File: config.mk
export PLATFORM = sky130hd
export DESIGN_NAME = load_store_unit
export DESIGN_NICKNAME = d
export VERILOG_FILES = /design/src/rtl/lsu_pkg.sv /design/src/rtl/lsu_align.sv /design/src/rtl/load_store_unit.sv
export SDC_FILE = /design/constraint.sdc
export NUM_CORES = 1
export LEC_CHECK = 0
export ABC_AREA = 1
export ABC_CLOCK_PERIOD_IN_PS = 1800
export CAP_MARGIN = 5
export CORE_AREA = 2 2 138 207
export DETAILED_ROUTE_END_ITERATION = 7
export DIE_AREA = 0 0 140 209
export GPL_ROUTABILITY_DRIVEN = 0
export PLACE_DENSITY = 0.81
export SYNTH_ARGS = -nofsm -noshare
export SYNTH_HDL_FRONTEND = slang
export SYNTH_SLANG_ARGS = --single-unit
File: constraint.sdc
create_clock -name in_clk -period 1.8 [get_ports in_clk]
set_input_delay 0.18 -clock in_clk [delete_from_list [all_inputs] [get_ports in_clk]]
set_output_delay 0.18 -clock in_clk [all_outputs]
set_load 0.01 [all_outputs]
File: src/rtl/lsu_pkg.sv
// Shared definitions for the load/store unit: FSM encoding, RV64 size codes
// and the size/legality decode used by the FSM and the data aligner.
package lsu_pkg;

    typedef enum logic [1:0] {
        ST_IDLE  = 2'd0,
        ST_READ  = 2'd1,
        ST_WRITE = 2'd2,
        ST_RESP  = 2'd3
    } lsu_state_t;

    localparam logic [2:0] F3_B  = 3'b000;
    localparam logic [2:0] F3_H  = 3'b001;
    localparam logic [2:0] F3_W  = 3'b010;
    localparam logic [2:0] F3_D  = 3'b011;
    localparam logic [2:0] F3_BU = 3'b100;
    localparam logic [2:0] F3_HU = 3'b101;
    localparam logic [2:0] F3_WU = 3'b110;

    // The low two bits select the access size; bit 2 only flags zero-extension.
    function automatic logic [3:0] size_bytes(input logic [2:0] funct3);
        case (funct3[1:0])
            2'b00:   return 4'd1;
            2'b01:   return 4'd2;
            2'b10:   return 4'd4;
            default: return 4'd8;
        endcase
    endfunction

    function automatic logic load_legal(input logic [2:0] funct3);
        return funct3 != 3'b111;
    endfunction

    function automatic logic store_legal(input logic [2:0] funct3);
        return !funct3[2];
    endfunction

endpackage

File: src/rtl/lsu_align.sv
// Combinational data path: extends loaded bytes to a full word and merges
// store bytes into the word read back from memory.
module lsu_align
    import lsu_pkg::*;
#(
    parameter int DATA_WIDTH = 64
) (
    input  logic [2:0]            funct3,
    input  logic [DATA_WIDTH-1:0] mem_data,
    input  logic [DATA_WIDTH-1:0] wdata,
    output logic [DATA_WIDTH-1:0] load_data,
    output logic [DATA_WIDTH-1:0] store_data
);

    logic [3:0] nbytes;

    assign nbytes = size_bytes(funct3);

    always_comb begin
        load_data = '0;
        case (funct3)
            F3_B:  load_data = {{(DATA_WIDTH-8){mem_data[7]}}, mem_data[7:0]};
            F3_H:  load_data = {{(DATA_WIDTH-16){mem_data[15]}}, mem_data[15:0]};
            F3_W:  load_data = {{(DATA_WIDTH-32){mem_data[31]}}, mem_data[31:0]};
            F3_D:  load_data = mem_data;
            F3_BU: load_data = {{(DATA_WIDTH-8){1'b0}}, mem_data[7:0]};
            F3_HU: load_data = {{(DATA_WIDTH-16){1'b0}}, mem_data[15:0]};
            F3_WU: load_data = {{(DATA_WIDTH-32){1'b0}}, mem_data[31:0]};
            default: load_data = '0;
        endcase
    end

    // Bytes above the access size keep whatever memory already holds.
    always_comb begin
        store_data = mem_data;
        for (int i = 0; i < DATA_WIDTH/8; i++) begin
            if (i < int'(nbytes))
                store_data[i*8 +: 8] = wdata[i*8 +: 8];
        end
    end

endmodule

File: src/rtl/load_store_unit.sv
// Load/store unit: read-modify-write sequencer between the core request port
// and a combinational-read, registered-write data memory.
//
// state    | meaning
// ---------|--------------------------------------------------------------
// ST_IDLE  | ready for a request; latch it when in_req_valid is seen
// ST_READ  | present address, capture memory word, decode legality
// ST_WRITE | one-cycle write of the merged word (legal stores only)
// ST_RESP  | one-cycle response pulse, then back to idle
module load_store_unit
    import lsu_pkg::*;
#(
    parameter int DATA_WIDTH = 64
) (
    input  logic                  in_clk,
    input  logic                  in_rst,
    input  logic                  in_req_valid,
    output logic                  out_req_ready,
    input  logic                  in_req_we,
    input  logic [2:0]            in_funct3,
    input  logic [DATA_WIDTH-1:0] in_addr,
    input  logic [DATA_WIDTH-1:0] in_wdata,
    output logic                  out_resp_valid,
    output logic                  out_resp_err,
    output logic [DATA_WIDTH-1:0] out_rdata,
    output logic [DATA_WIDTH-1:0] out_mem_addr,
    output logic [DATA_WIDTH-1:0] out_mem_wdata,
    output logic                  out_mem_wr_en,
    input  logic [DATA_WIDTH-1:0] in_mem_rdata
);

    lsu_state_t            state, state_next;
    logic [DATA_WIDTH-1:0] addr_q, wdata_q;
    logic                  we_q;
    logic [2:0]            funct3_q;
    logic                  err_next;
    logic [DATA_WIDTH-1:0] load_data, store_data;

    assign out_mem_addr = addr_q;

    lsu_align #(.DATA_WIDTH(DATA_WIDTH)) u_align (
        .funct3     (funct3_q),
        .mem_data   (in_mem_rdata),
        .wdata      (wdata_q),
        .load_data  (load_data),
        .store_data (store_data)
    );

    always_comb begin
        state_next    = state;
        out_req_ready = 1'b0;
        err_next      = 1'b0;
        case (state)
            ST_IDLE: begin
                out_req_ready = 1'b1;
                if (in_req_valid)
                    state_next = ST_READ;
            end
            ST_READ: begin
                err_next   = we_q ? !store_legal(funct3_q) : !load_legal(funct3_q);
                state_next = (we_q && !err_next) ? ST_WRITE : ST_RESP;
            end
            ST_WRITE: state_next = ST_RESP;
            ST_RESP:  state_next = ST_IDLE;
            default:  state_next = ST_IDLE;
        endcase
    end

    always_ff @(posedge in_clk) begin
        if (in_rst) begin
            state          <= ST_IDLE;
            addr_q         <= '0;
            wdata_q        <= '0;
            we_q           <= 1'b0;
            funct3_q       <= '0;
            out_resp_valid <= 1'b0;
            out_resp_err   <= 1'b0;
            out_rdata      <= '0;
            out_mem_wdata  <= '0;
            out_mem_wr_en  <= 1'b0;
        end else begin
            state          <= state_next;
            out_mem_wr_en  <= (state_next == ST_WRITE);
            out_resp_valid <= (state_next == ST_RESP);
            if (state == ST_IDLE && in_req_valid) begin
                addr_q   <= in_addr;
                wdata_q  <= in_wdata;
                we_q     <= in_req_we;
                funct3_q <= in_funct3;
            end
            // Result registers change only on the edge entering RESP so they hold between responses.
            if (state == ST_READ) begin
                if (state_next == ST_WRITE) begin
                    out_mem_wdata <= store_data;
                end else begin
                    out_rdata    <= (err_next || we_q) ? '0 : load_data;
                    out_resp_err <= err_next;
                end
            end
            if (state == ST_WRITE) begin
                out_rdata    <= '0;
                out_resp_err <= 1'b0;
            end
        end
    end

endmodule

# Word level (Yosys, flattened, before mapping)
# Index checks and enable logic that the tools add are counted.
[word_totals]
output_inout_bits = 196
register_bits = 265
in_bits = 199
wordCells = 61
[classes]
mux = 17
n_reduce_logical = 11
magnitude_cmp = 8
bitwise = 1
eq_ne = 14
[ops]
columns = ["op", "n"]
rows = [
  ["one-hot mux 64 bit (7 select lines)", 1],
  ["2-to-1 mux 64 bit", 1],
  ["2-to-1 mux 8 bit", 8],
  ["< comparator 3 x 4 -> 1 bit (first input constant)", 4],
  ["one-hot mux 4 bit (3 select lines)", 1],
  ["== test 2 bit (second input constant)", 5],
  ["== test 3 bit (second input constant)", 3],
  ["< comparator 1 x 4 -> 1 bit (first input constant)", 2],
  ["< comparator 2 x 4 -> 1 bit (first input constant)", 2],
  ["one-hot mux 2 bit (4 select lines)", 1],
  ["== test 3 x 2 -> 1 bit (second input constant)", 2],
  ["== test 2 x 1 -> 1 bit (second input constant)", 2],
  ["zero test 2 bit", 2],
  ["2-to-1 mux 1 bit", 4],
  ["AND reduction 2 bit", 2],
  ["== test 3 x 1 -> 1 bit (second input constant)", 1],
  ["zero test 3 bit", 1],
  ["inequality test 3 bit (second input constant)", 1],
  ["logical AND 1 bit", 2],
  ["zero test 1 bit", 2],
  ["2-to-1 mux 2 bit", 1],
  ["OR reduction 2 bit", 1],
  ["logical OR 1 bit", 1],
  ["NOT 1 bit", 1],
]

# Logic depth before layout (Yosys ltp)
[logic_depth]
ltp_word = 10
mapped_depth = 12

# Modules after synthesis
# A second synthesis with hierarchy kept.
[hier_totals]
cells_unflattened = 1745
hier_area_um2 = 11664.9
[modules_own_cells]
columns = ["module", "area_each_um2", "n_inst", "cells_per_inst", "seq_area_each_um2"]
rows = [
  ["load_store_unit", 10212.3, 1, 1394, 5305.1],
  ["lsu_align", 1452.6, 1, 351, 0.0],
]

# Worst setup path before layout
# No wires, ideal clock.
[synth_timing]
path_kind = "reg2reg"
from = "register state[1]"
to = "register out_rdata[13]"
setup_time_ps = 70
arrival_time_ps = 1490
slack_ps = 239
required_ps = 1730
period_less_slack_ps = 1561
stages_incl_launch_ff = 13
path_cell_list = "dfxtp_1 > inv_1 > ha_1 > buf_2 > nand2_1 > nand3_1 > nand2_2 > nand2_2 > nand2_1 > buf_4 > buf_6 > nand2_1 > a21oi_1"
[synth_via]
elab_chain_len = 5
[synth_rtl]
columns = ["element", "line_no", "rtl"]
rows = [
  ["start: declaration", "load_store_unit.sv:32", "lsu_state_t state, state_next;"],
  ["start signal: assignment", "load_store_unit.sv:82", "state <= state_next;"],
  ["== test 2 bit, or another cell as far along", "load_store_unit.sv:53", "case (state)"],
  ["one-hot mux 2 bit (4 select lines)", "load_store_unit.sv:53", ""],
  ["== test 2 bit", "load_store_unit.sv:93", "if (state_next == ST_WRITE) begin"],
  ["NOT 1 bit (no source line)", "--", ""],
  ["AND reduction 2 bit (no source line)", "--", ""],
  ["end signal: assignment", "load_store_unit.sv:96", "out_rdata <= (err_next || we_q) ? '0 : load_data;"],
  ["end: declaration", "load_store_unit.sv:25", "output logic [DATA_WIDTH-1:0] out_rdata,"],
]
# Parallel ways exist; a longest one is shown, timed or not.
# A chain may end at the register's enable or synchronous reset.

# Final worst setup path
[layout_timing]
from = "register state[0]"
to = "register out_rdata[27]"
# Same word-level chain as after synthesis.

==> summary.txt <==
Power density over the cells - 1540 nW/µm²
Postcts setup bufs - 0
Syn Inst Count - 1488
Cts bufs inserted - 27
Vias in the first global route - 11200
Worst-path cell chain - inv_1, ha_2, nor2_1, nand3_1, nand2_4, nand2_4, nand2_8, buf_6, nand2_1, a21oi_1
Synthesized area per cell - 7.31 µm²
Global Route Usage Sum - 0.253
Initial Utilization - 0.393
Synth Cell Area - 10900 µm²
Core ar. - 27700 µm²
HPWL Detailed - 27000 µm
Filler Cell Count - 2459
Max_cap viols - 0
Vias per std cell - 5.37
CTS clk-pin slew, worst paths - 0.06 ns
Drt wl/cell - 18.1 µm
Final instance area - 16000 µm²
DR iter-0 viols - 1034
Slew Viols, Final - 0
Overall Power - 24700 µW
HP Class - in2reg
Sequential fraction of the synthesis area - 0.488
Leakage power figure - 0.00607 µW
CTS tree - built
Slew HR - 0.609
Row cnt - 75
Failing checks - design-rule violations
Largest net degree at the start of global routing - 106
Tcrit/Tclk final - 0.970
Area Growth Syn to Fin - 47.5%
Layout Cells excl Fill - 2184
WHS Endpoint - out_mem_wdata[15]
Hold_sp - in_rst
# setup viols final - 0
Minimum clock period - 1.75 ns
Final ANT Viol Nets - 0
DIE WIDTH - 140 µm
Crit path DAT - 2.21 ns
TritonRoute pass-1 iters - 8
PortBufs - 394
RR Startpoint - state[0]
Hold-fix buffers, CTS - 0
Fin nets - 2020
DRC - 18
Initial antenna violation count - 8
CP max-delay cell - dfxtp_1
Dpl ws - -0.0204 ns
Critical path fanouts, max - 16
Peak Freq - 573 MHz
YS warnings - 0
Root buffer cell - clkbuf_16
Cell variety after synth - 21
R2r setup slk - 0.05 ns
DP Area - 15100 µm²
Worst Max-Slew Pin Slew - 0.587 ns
RR Endpoint - out_rdata[27]
Fin worst setup slack - 0.0535 ns
Clock Latency Late Sink - 0.54 ns
Ports - 395
Kind of critical path - reg2reg
Post-Syn Nets - 1690
Die area - 29300 µm²
Grt ovf - 0
Register area - 5310 µm²
Largest stage delay on the critical path - 0.34 ns
R2R cell count - 10
Htree depth - 1
Critical Path RT - 2.27 ns
Final Util - 0.579
Worst Hold Depth - 3
Share of layout cells above drive strength 1 - 0.0524
Chip height - 209 µm
Yosys reg bits - 265
Placed cell count - 2131
Clock sinks - 265
Status - complete, but fails checks
DR vias - 11700
Setup crit end kind - flip-flop
Worst Setup Start Kind - flip-flop
Area of the multi-input gates - 4780 µm²
WL final - 39500 µm
Unrepaired setup endpoints after global routing - true
Critical Path Most Common Cell - nand2_4
Final Hold Vio Count - 0
First-pass GRT wire length - 60100 µm
Peak supply drop - 1.21 mV
Clock skew - 0.00789 ns
CTS Buffer Depth - 3
how the worst max path moves through the flow:
| stage | end | cells after the start | from | slack (ns) |
|---|---|---|---|---|
| finish | out_rdata[27] | 10 | state[0] | 0.05 |
| global route | out_mem_wdata[22] | 5 | state[0] | -0.05 |
| CTS | out_rdata[37] | 10 | state[0] | -0.007 |
| detailed placement | out_rdata[60] | 8 | in_req_valid | -0.02 |
| global placement | out_rdata[47] | 8 | in_req_valid | 0.04 |
| floorplan | out_rdata[13] | 12 | state[1] | 0.24 |
power by group:
| group | leakage, µW | internal (µW) | switching [µW] |
|---|---|---|---|
| sequential | 0.00217 | 7320 | 779 |
| combinational | 0.00351 | 4540 | 6760 |
| clock | 0.000388 | 2990 | 2290 |
metal layers:
layer,GRT usage,vias to the layer above,routed length (µm)
met3,0.0589,134,3390
met2,0.426,567,19200
met1,0.301,5393,14800
met4,0.133,2,2200
li1,-,5628,-
met5,0,-,8
cell families after synthesis:
family | share of synthesized area
AOI/OAI and AO/OA | 0.152
and+or+nand+nor | 0.280
DFF | 0.488
buffers and inverters | 0.0763
adders and majority gates | 0.00345
cell usage after synthesis, drive strengths merged:
cell type	number	share of area
or2	1	0.00058
ha	3	0.0035
dfxtp	265	0.49
clkbuf	76	0.026
a21oi	166	0.077
nand3	110	0.052
buf	59	0.032
nor3	1	0.00046
inv	51	0.018
nand4	96	0.055
nand2	286	0.099
nor2	209	0.072
nand3b	1	0.00069
o21ai	164	0.076
repair_timing:
action,in CTS,in global routing
cloned,0,4
pin swaps,0,1
setup endpoints to repair,15,130
gates resized for setup,3,4
hold endpoints to repair,0,0
cell usage in the layout, fill, tap and decap left out, types with 2 or more instances in the layout:
master	n
clkinvlp_4	2
clkbuf_1	6
clkbuf_16	30
buf_6	2
clkinv_2	5
nand2_1	281
a21oi_1	164
clkdlybuf4s50_1	392
a21oi_2	2
nand4_1	96
buf_4	22
inv_1	47
o21ai_0	164
buf_12	15
nand3_2	2
inv_2	2
ha_2	2
nor2_1	209
nand2_4	3
clkbuf_8	3
dfxtp_1	264
nand3_1	108
diode_2	7
area by class of cell:
type | instances | area share
Antenna cell | 7 | 0.00109
Clock inverter | 6 | 0.00375
Sequential cell | 265 | 0.331
Timing Repair Buffer | 436 | 0.281
Clock buffer | 36 | 0.0461
Multi-Input combinational cell | 1037 | 0.298
Tap cell | 346 | 0.0270
Inverter | 51 | 0.0121
stage by stage:
stage                     hold WS, ns  TNS (ns)
final                           0.163         0
after global routing            0.165    -0.756
after CTS                       0.138  -0.00958
after detailed placement        0.441   -0.0205
after global placement          0.432         0
after floorplan                 0.347         0
registers in the layout, indices dropped and copies added, names as in the netlist:
signal and count:
out_rdata 64, wdata_q 64, we_q 1, out_resp_valid 1
state 2, out_mem_addr 64, out_mem_wr_en 1, out_resp_err 1
funct3_q 3, out_mem_wdata 64
critical path, delay by kind of cell, from the launching register on:
family / cells / cell delay (ns)
AO/OA/AOI/OAI: 1 / 0.12
flip-flops: 1 / 0.34
AND/OR/NAND/NOR: 6 / 0.70
adder cells (fa/ha/maj): 1 / 0.22
buffers and inverters: 2 / 0.29
Note: power is estimated with default switching activity, not from simulation.
